### config.mk
export PLATFORM = sky130hd
export DESIGN_NAME = dsp_mac_arbiter
export DESIGN_NICKNAME = d
export VERILOG_FILES = /design/src/rtl/dsp_arb_pkg.sv /design/src/rtl/dsp_add_reg_mul.sv /design/src/rtl/dsp_mac_arbiter.sv
export SDC_FILE = /design/constraint.sdc
export NUM_CORES = 1
export LEC_CHECK = 0
export CAP_MARGIN = 20
export CELL_PAD_IN_SITES_DETAIL_PLACEMENT = 2
export CELL_PAD_IN_SITES_GLOBAL_PLACEMENT = 2
export CORE_MARGIN = 5
export CORE_UTILIZATION = 25
export DETAILED_ROUTE_END_ITERATION = 10
export MAX_ROUTING_LAYER = met4
export PLACE_DENSITY_LB_ADDON = 0.1
export SETUP_SLACK_MARGIN = 0.5
export SYNTH_ARGS = -nofsm -noshare
export SYNTH_HDL_FRONTEND = slang
export SYNTH_SLANG_ARGS = --single-unit
### constraint.sdc
create_clock -name clock -period 10.85 [get_ports clock]
set_input_delay 2.17 -clock clock [delete_from_list [all_inputs] [get_ports clock]]
set_output_delay 2.17 -clock clock [all_outputs]
set_load 0.03 [all_outputs]
### src/rtl/dsp_arb_pkg.sv
`default_nettype none
// ============================================================================
// Module      : dsp_arb_pkg
// Description : Shared helpers for dsp_mac_arbiter (id width, parameter legality)
// Revision    : 1.0
// ============================================================================
package dsp_arb_pkg;

    // Requester index width, never narrower than one bit.
    function automatic int calc_idw(input int n);
        return (n > 2) ? $clog2(n) : 1;
    endfunction

    function automatic bit params_legal(input int w, input int n);
        return (w % 2 == 0) && (w >= 2) && (w <= 36) && (n >= 2) && (n <= 8);
    endfunction

endpackage
`default_nettype wire

### src/rtl/dsp_add_reg_mul.sv
`default_nettype none
// ============================================================================
// Module      : dsp_add_reg_mul
// Description : y = M + c with M a registered, enable-gated product a*b
// Revision    : 1.0
// ============================================================================
module dsp_add_reg_mul #(
    parameter int width = 8
) (
    input  logic             clock,
    input  logic             reset,
    input  logic             en,
    input  logic [width-1:0] a,
    input  logic [width-1:0] b,
    input  logic [width-1:0] c,
    output logic [width-1:0] y
);

    logic [width-1:0] w_prod;
    logic [width-1:0] r_m;

    // Low half of a two's-complement product is sign-agnostic.
    assign w_prod = a * b;

    always_ff @(posedge clock) begin
        if (reset) begin
            r_m <= '0;
        end else if (en) begin
            r_m <= w_prod;
        end
    end

    assign y = r_m + c;

endmodule
`default_nettype wire

### src/rtl/dsp_mac_arbiter.sv
`default_nettype none
// ============================================================================
// Module      : dsp_mac_arbiter
// Description : Round-robin sharing of one dsp_add_reg_mul among nreq clients
// Revision    : 1.0
// ============================================================================
module dsp_mac_arbiter
    import dsp_arb_pkg::*;
#(
    parameter  int width = 8,
    parameter  int nreq  = 4,
    localparam int idw   = calc_idw(nreq)
) (
    input  logic                  clock,
    input  logic                  reset,
    input  logic [nreq-1:0]       req_valid,
    output logic [nreq-1:0]       req_ready,
    input  logic [nreq*width-1:0] req_a,
    input  logic [nreq*width-1:0] req_b,
    input  logic [nreq*width-1:0] req_c,
    output logic                  res_valid,
    input  logic                  res_ready,
    output logic [width-1:0]      res_y,
    output logic [idw-1:0]        res_id
);

    if (!params_legal(width, nreq)) begin : g_param_check
        $error("dsp_mac_arbiter: width must be even in 2..36 and nreq in 2..8");
    end

    logic             r_m_vld;
    logic [width-1:0] r_c;
    logic [idw-1:0]   r_id;
    logic [idw-1:0]   r_rr;

    logic             w_any;
    logic             w_can_issue;
    logic             w_issue;
    logic             w_found_hi;
    logic [idw-1:0]   w_grant_hi;
    logic [idw-1:0]   w_grant_lo;
    logic [idw-1:0]   w_grant;
    logic [idw-1:0]   w_rr_next;
    logic [width-1:0] w_a;
    logic [width-1:0] w_b;
    logic [width-1:0] w_c;

    assign w_any       = |req_valid;
    assign w_can_issue = !r_m_vld || res_ready;
    assign w_issue     = w_any && w_can_issue && !reset;

    // Rotating priority: lowest valid index at or above r_rr, else lowest overall.
    always_comb begin
        w_found_hi = 1'b0;
        w_grant_hi = '0;
        w_grant_lo = '0;
        for (int i = nreq - 1; i >= 0; i--) begin
            if (req_valid[i]) begin
                w_grant_lo = idw'(i);
                if (idw'(i) >= r_rr) begin
                    w_grant_hi = idw'(i);
                    w_found_hi = 1'b1;
                end
            end
        end
        w_grant = w_found_hi ? w_grant_hi : w_grant_lo;
    end

    always_comb begin
        w_a       = '0;
        w_b       = '0;
        w_c       = '0;
        req_ready = '0;
        for (int i = 0; i < nreq; i++) begin
            if (w_grant == idw'(i)) begin
                w_a          = req_a[i*width +: width];
                w_b          = req_b[i*width +: width];
                w_c          = req_c[i*width +: width];
                req_ready[i] = w_issue;
            end
        end
    end

    assign w_rr_next = (w_grant == idw'(nreq - 1)) ? '0 : w_grant + idw'(1);

    always_ff @(posedge clock) begin
        if (reset) begin
            r_m_vld <= 1'b0;
            r_c     <= '0;
            r_id    <= '0;
            r_rr    <= '0;
        end else if (w_issue) begin
            r_m_vld <= 1'b1;
            r_c     <= w_c;
            r_id    <= w_grant;
            r_rr    <= w_rr_next;
        end else if (r_m_vld && res_ready) begin
            r_m_vld <= 1'b0;
        end
    end

    // Holding en low freezes MREG, so a stalled result stays put.
    dsp_add_reg_mul #(
        .width (width)
    ) u_dsp (
        .clock (clock),
        .reset (reset),
        .en    (w_issue),
        .a     (w_a),
        .b     (w_b),
        .c     (r_c),
        .y     (res_y)
    );

    assign res_valid = r_m_vld;
    assign res_id    = r_id;

endmodule
`default_nettype wire

==> reports/summary.txt, run 1 <==
Status -> completed
Final GP Congestion -> 0.8255
Final slew viol count -> 0
Leakage -> 1.717 nW
Routed WL -> 10650 um
Total clock buffers created by CTS -> 3
Die ar. -> 13680 um^2
Warnings, synthesis -> 0
Sw Ratio -> 47.72%
Post-route cell area -> 4185 um^2
Setup Fix Bufs, Post-CTS -> 0
Share of power burned in the clock network -> 9.5%
Crit share post-route -> 79.42%
Share of cells above drive strength 1 -> 3.750%
Minimum clock period -> 8.617 ns
First-pass GRT wire length -> 17380 um
Ant diodes -> 0
Vias/cell -> 4.830
Post-CTS Resized -> 0
Setup-failing EPs final -> 0
Area after DPL -> 4105 um^2
Synth Area in Compound Gates -> 23.63%
Final Hold Viols -> 0
DR pass1 iterations -> 4
Largest family of logic cells by synthesized area -> compound AO/OA/AOI/OAI gates
Net Switching -> 0.0003925 W
Area Overhead vs Synth -> 46.39%
Largest net degree at the start of global routing -> 49
DR WL/cell -> 17.10 um
Cells after synthesis -> 378
Syn avg cell area -> 7.563 um^2
CP endpoint kind -> flop
Max transition margin -> 27.18%
RSZ-0062 raised after global routing -> no
Setup TNS -> 0 ns
Post-DRT Antenna Nets -> 0
Starting Density -> 25.25%
Worst setup SP type -> primary input
I/O pins -> 118
Crit-path max FO -> 31
Hold Path Stages -> 2
Highest clock rate -> 116.1 MHz
Vias -> 3009
Hold_buf cts -> 0
Gr usage total -> 16.46%
Syn_nets -> 521
Tightest Hold Check Type -> flop to flop
FF-to-FF path depth -> 23
Post-Synth XOR/XNOR Area -> 7.221%
Post-Synth Adder-Cell Area -> 20.92%
Die height -> 116.9 um
Detailed placement HPWL -> 9129 um
Comb pwr share -> 77.0%
Max cap viols -> 0
Reg power frac -> 13.5%
Simple-gate portion of the synthesized area -> 20.53%
Critical path data arrival time -> 8.80 ns
Register area share after synthesis -> 14.70%
VDD IR max -> 68.64 uV
Final setup skew -> 0.002423 ns
Clock tree from TritonCTS -> yes
Worst-path clk slew -> 0.06 ns
Netlist cell types -> 50
Post-synth EDFFs -> 0
Gr ovfl total -> 0
Rows -> 39
Clock sink count -> 21
Core footprint -> 11320 um^2
Cell Area, Synth -> 2859 um^2
Worst-Skew Late Latency -> 0.25 ns
Synthesis-stage register bit count -> 21
Initial DRC Count -> 81
# nets final -> 624
PortBufs -> 117
P_int -> 0.0004300 W
Chip Width -> 116.9 um
Root buf cell -> clkbuf_16
Vias in the first global route -> 3467
Proportion of synthesized area in mux cells -> 2.845%
DRC -> 0
Initial antenna violation count -> 0
Asr flop ratio synth -> 0%
WP data required -> 11.04 ns
Worst-margin pin slew -> 1.092 ns
H-tree depth -> 1
CTS Buffer Depth -> 2
Crit Path Class -> primary input to flop
Ys flop type -> dfxtp_1
Tot Pwr -> 0.0008226 W
P per Cell Area -> 196.5 nW/um^2
## final cells by class
cell class / count / area, um^2
Clock buffer: 3 / 75.07
Clock inverter: 1 / 5.005
Fill cell: 1341 / 7136
Inverter: 41 / 153.9
Multi-Input combinational cell: 293 / 2151
Sequential cell: 21 / 420.4
Tap cell: 143 / 178.9
Timing Repair Buffer: 121 / 1201
## power groups by stage
stage          Clock (W)  Combinational (W)  Sequential [W]
4_1_cts        0.0000807           0.000655        0.000111
2_1_floorplan          0           0.000446        0.000110
6_report       0.0000779           0.000634        0.000111
3_5_place_dp           0           0.000651        0.000113
3_3_place_gp           0           0.000629        0.000112
5_1_grt        0.0000834           0.000717        0.000113
## cells in the mapped netlist (9+ instances only)
master / count / area share (%)
nand2_1: 33 / 4.3
fa_1: 13 / 9.1
ha_1: 27 / 12
o21ai_1: 23 / 4.0
o21ai_0: 9 / 1.6
nor2_1: 39 / 5.1
dfxtp_1: 21 / 15
a21oi_1: 34 / 6.0
xnor2_1: 18 / 5.5
inv_1: 40 / 5.3
clkbuf_1: 10 / 1.3
nand3b_1: 20 / 5.3
## metal layers
layer  wire length, um  global-route usage (%)
met4                87                   2.217
met1              4835                   20.77
met2              5078                   27.57
met5                 0                       -
met3               652                   3.856
## state kept, by name, summed over array words and instances (netlist names)
name	cells
res_valid	1
u_dsp.r_m	8
r_c	8
res_id	2
r_rr	2
## layout by cell type (no fill, tap or decap), types with 4 or more instances in the layout
master / instances
a21o_1: 4
a21oi_1: 34
a221o_1: 8
buf_4: 4
clkdlybuf4s50_1: 117
dfxtp_1: 21
fa_1: 13
ha_1: 26
inv_1: 40
mux2i_1: 7
nand2_1: 33
nand3b_1: 20
nor2_1: 39
nor2b_1: 6
o21ai_0: 9
o21ai_1: 23
xnor2_1: 18
## worst max-delay path: stages
cell             delay (ns)
clkdlybuf4s50_1        0.49
mux2i_1                0.17
nor2_1                 0.05
nor3_1                 0.45
ha_1                   0.97
buf_4                  0.33
a21oi_1                0.10
a221oi_2               0.33
a21oi_1                0.13
or2_1                  0.30
fa_1                   0.53
inv_1                  0.04
ha_1                   0.27
inv_1                  0.05
fa_1                   0.50
fa_1                   0.54
inv_1                  0.04
ha_1                   0.31
a21oi_1                0.19
xnor2_1                0.15
xnor2_1                0.16
xnor2_1                0.16
xnor3_1                0.23
o21ai_1                0.11
## kinds of logic after synthesis
| kind of cell | count (synthesis) |
|---|---|
| simple gates | 118 |
| compound gates | 105 |
| buf+inv | 64 |
| fa+ha+maj | 40 |
| xor+xnor | 22 |
| flops | 21 |
| mux | 8 |
## path summary, 6_finish.rpt
check                             startpoint           end  slack (ns)
worst max-delay path            req_valid[0]  u_dsp.r_m[7]        2.23
worst min-delay path               res_id[1]     res_id[1]        0.49
worst max register to register       r_rr[1]  u_dsp.r_m[7]        4.11
worst min register to register     res_id[1]     res_id[1]        0.49
## metrics by stage
step | utilization, % | instances | worst slack, ns | hold WS [ns]
after floorplan | - | 378 | 3.487 | 0.4356
after global placement | 36.26 | 619 | 2.087 | 0.4555
after detailed placement | 36.26 | 619 | 1.922 | 0.4780
after CTS | 36.97 | 623 | 2.182 | 0.4892
after global routing | 36.97 | 623 | 1.737 | 0.5198
final | 36.97 | 623 | 2.233 | 0.4862
No activity file was read; power rests on OpenSTA's default activity.
==> run 2: changes to the inputs <==
Settings changed: CORE_UTILIZATION 25 to 21.
Clock period 10.85 ns to 7.1 ns, I/O delays scaled along.
==> run 2 against run 1 <==
Effect of this change: sequential share of layout area down 1.5 points; count of clock-buffer cells in the layout unchanged; sequential power up 54%; total power up 94%; critical path type unchanged; cell count up 13%; cell area up 17%.
==> reports/summary.txt, run 2 (synthesis results as in run 1) <==
Status -> completed
H-tree depth -> 1
Min-Delay Endpoint -> u_dsp.r_m[5]
VDD IR max -> 95.27 uV
Post-DRT Antenna Nets -> 0
Worst setup SP type -> primary input
Final setup skew -> 0.001277 ns
Initial DRC Count -> 49
P per Cell Area -> 324.8 nW/um^2
FILL cells -> 1510
Tightest Hold Check Type -> flop to flop
Minimum clock period -> 6.394 ns
Share of cells above drive strength 1 -> 20.19%
Largest net degree at the start of global routing -> 30
Final WS setup -> 0.7057 ns
Leakage -> 2.010 nW
Core footprint -> 13300 um^2
Worst setup path startpoint -> req_valid[2]
Post-place setup slack -> -0.3064 ns
Final Hold Viols -> 0
Worst-Skew Late Latency -> 0.25 ns
Chip Width -> 126.7 um
Top Registers -> r_c (8), u_dsp.r_m (8)
Worst r2r src -> r_rr[1]
WP data required -> 7.29 ns
Post-route cell area -> 4911 um^2
Max transition margin -> 50.07%
DRC -> 0
Area after DPL -> 4457 um^2
FF-to-FF path depth -> 30
Crit Path Class -> primary input to flop
Final slew viol count -> 0
PortBufs -> 117
Hold Path Stages -> 2
M1 WL -> 5350 um
DR pass1 iterations -> 4
Gr ovfl total -> 0
Most frequent cells in the layout -> clkdlybuf4s50_1, buf_4, inv_1
Final GP Congestion -> 0.8164
Rows -> 42
Vias/cell -> 4.553
Critical path data arrival time -> 6.59 ns
Highest clock rate -> 156.4 MHz
Crit-path max FO -> 8
Die ar. -> 16050 um^2
# nets final -> 674
Die height -> 126.7 um
Clock tree from TritonCTS -> yes
Detailed placement HPWL -> 10100 um
R2R setup slack -> 1.55 ns
I/O pins -> 118
Most common cell after layout, fill and taps aside -> clkdlybuf4s50_1
Max cap viols -> 0
Met2 Wirelength -> 6235 um
DR WL/cell -> 17.65 um
Setup-failing EPs final -> 0
Clock sink count -> 21
Crit share post-route -> 90.06%
CP endpoint kind -> flop
Wire length on met3 -> 757 um
Max Used Layer -> met4
RR Endpoint -> u_dsp.r_m[7]
Vias -> 3219
Root buf cell -> clkbuf_16
RSZ-0062 raised after global routing -> no
Starting Density -> 21.50%
CTS Buffer Depth -> 2
First-pass GRT wire length -> 19260 um
Total clock buffers created by CTS -> 3
Routed WL -> 12480 um
Worst-path clk slew -> 0.06 ns
Worst-margin pin slew -> 0.7467 ns
Vias in the first global route -> 3700
Gr usage total -> 15.23%
Initial antenna violation count -> 1
Area Overhead vs Synth -> 71.77%
Hold Crit Start -> u_dsp.r_m[5]
-- run 2: how the worst max path moves through the flow --
stage,to,cells after the start
floorplan,u_dsp.r_m[7],24
global placement,u_dsp.r_m[7],25
detailed placement,u_dsp.r_m[7],25
CTS,u_dsp.r_m[7],26
global route,u_dsp.r_m[7],31
finish,u_dsp.r_m[7],27
-- run 2: metal layers --
metal	up-vias	global-route usage [%]
li1	1592	-
met1	1533	17.74
met2	84	27.30
met3	10	3.699
met4	0	1.893
met5	-	-
-- run 2: layout make-up --
class	instances	area [um^2]	share of cell area [%]
Antenna cell	1	2.502	0.05096
Clock buffer	3	75.07	1.529
Clock inverter	1	5.005	0.1019
Inverter	41	157.7	3.210
Multi-Input combinational cell	293	2386	48.59
Sequential cell	21	420.4	8.561
Tap cell	176	220.2	4.484
Timing Repair Buffer	171	1644	33.48
-- run 2: repair_timing --
action                     4_1_cts  5_1_grt
setup buffers                    2        8
setup endpoints to repair        2        1
hold buffers                     0        0
cloned                           1        1
gates resized for setup         22       40
pin swaps                       13       23
-- run 2: critical path, cell delays in order --
cell and delay, ns:
clkdlybuf4s15_1 0.22, mux2i_1 0.09, nor2_1 0.13, nor3_1 0.06, buf_4 0.14, buf_6 0.13, ha_4 0.19, buf_12 0.15
and3b_1 0.22, a21oi_2 0.04, o21ai_2 0.18, mux2i_2 0.10, or2_1 0.25, fa_1 0.60, inv_2 0.07, ha_4 0.26
inv_2 0.03, fa_1 0.47, fa_2 0.56, inv_2 0.05, ha_4 0.24, a21oi_4 0.15, xnor2_2 0.11, xnor2_1 0.22
xnor2_1 0.15, xnor3_1 0.24, o21ai_1 0.11
-- run 2: power by group --
group / internal (W) / total [W] / switching (W)
Clock: 0.0000757 / 0.000120 / 0.0000447
Combinational: 0.000641 / 0.00130 / 0.000662
Sequential: 0.000149 / 0.000171 / 0.0000220
Total: 0.000866 / 0.00159 / 0.000729
-- run 2: per-stage QoR --
| step | TNS [ns] | total power [W] | hold slack (ns) | std cells | util, % |
|---|---|---|---|---|---|
| after CTS | 0 | 0.001490 | 0.4902 | 697 | 35.11 |
| after detailed placement | -0.3064 | 0.001299 | 0.4801 | 690 | 33.52 |
| final | 0 | 0.001595 | 0.4838 | 707 | 36.94 |
| after floorplan | 0 | 0.0008501 | 0.4356 | 378 | - |
| after global placement | -0.09452 | 0.001262 | 0.4600 | 690 | 33.52 |
| after global routing | 0 | 0.001736 | 0.5161 | 707 | 36.94 |
==> run 3: changes to the inputs <==
Settings changed: CAP_MARGIN 20 to not set.
==> results of run 3 <==
No change in the layout: final DEF, timing and power equal those of run 2.
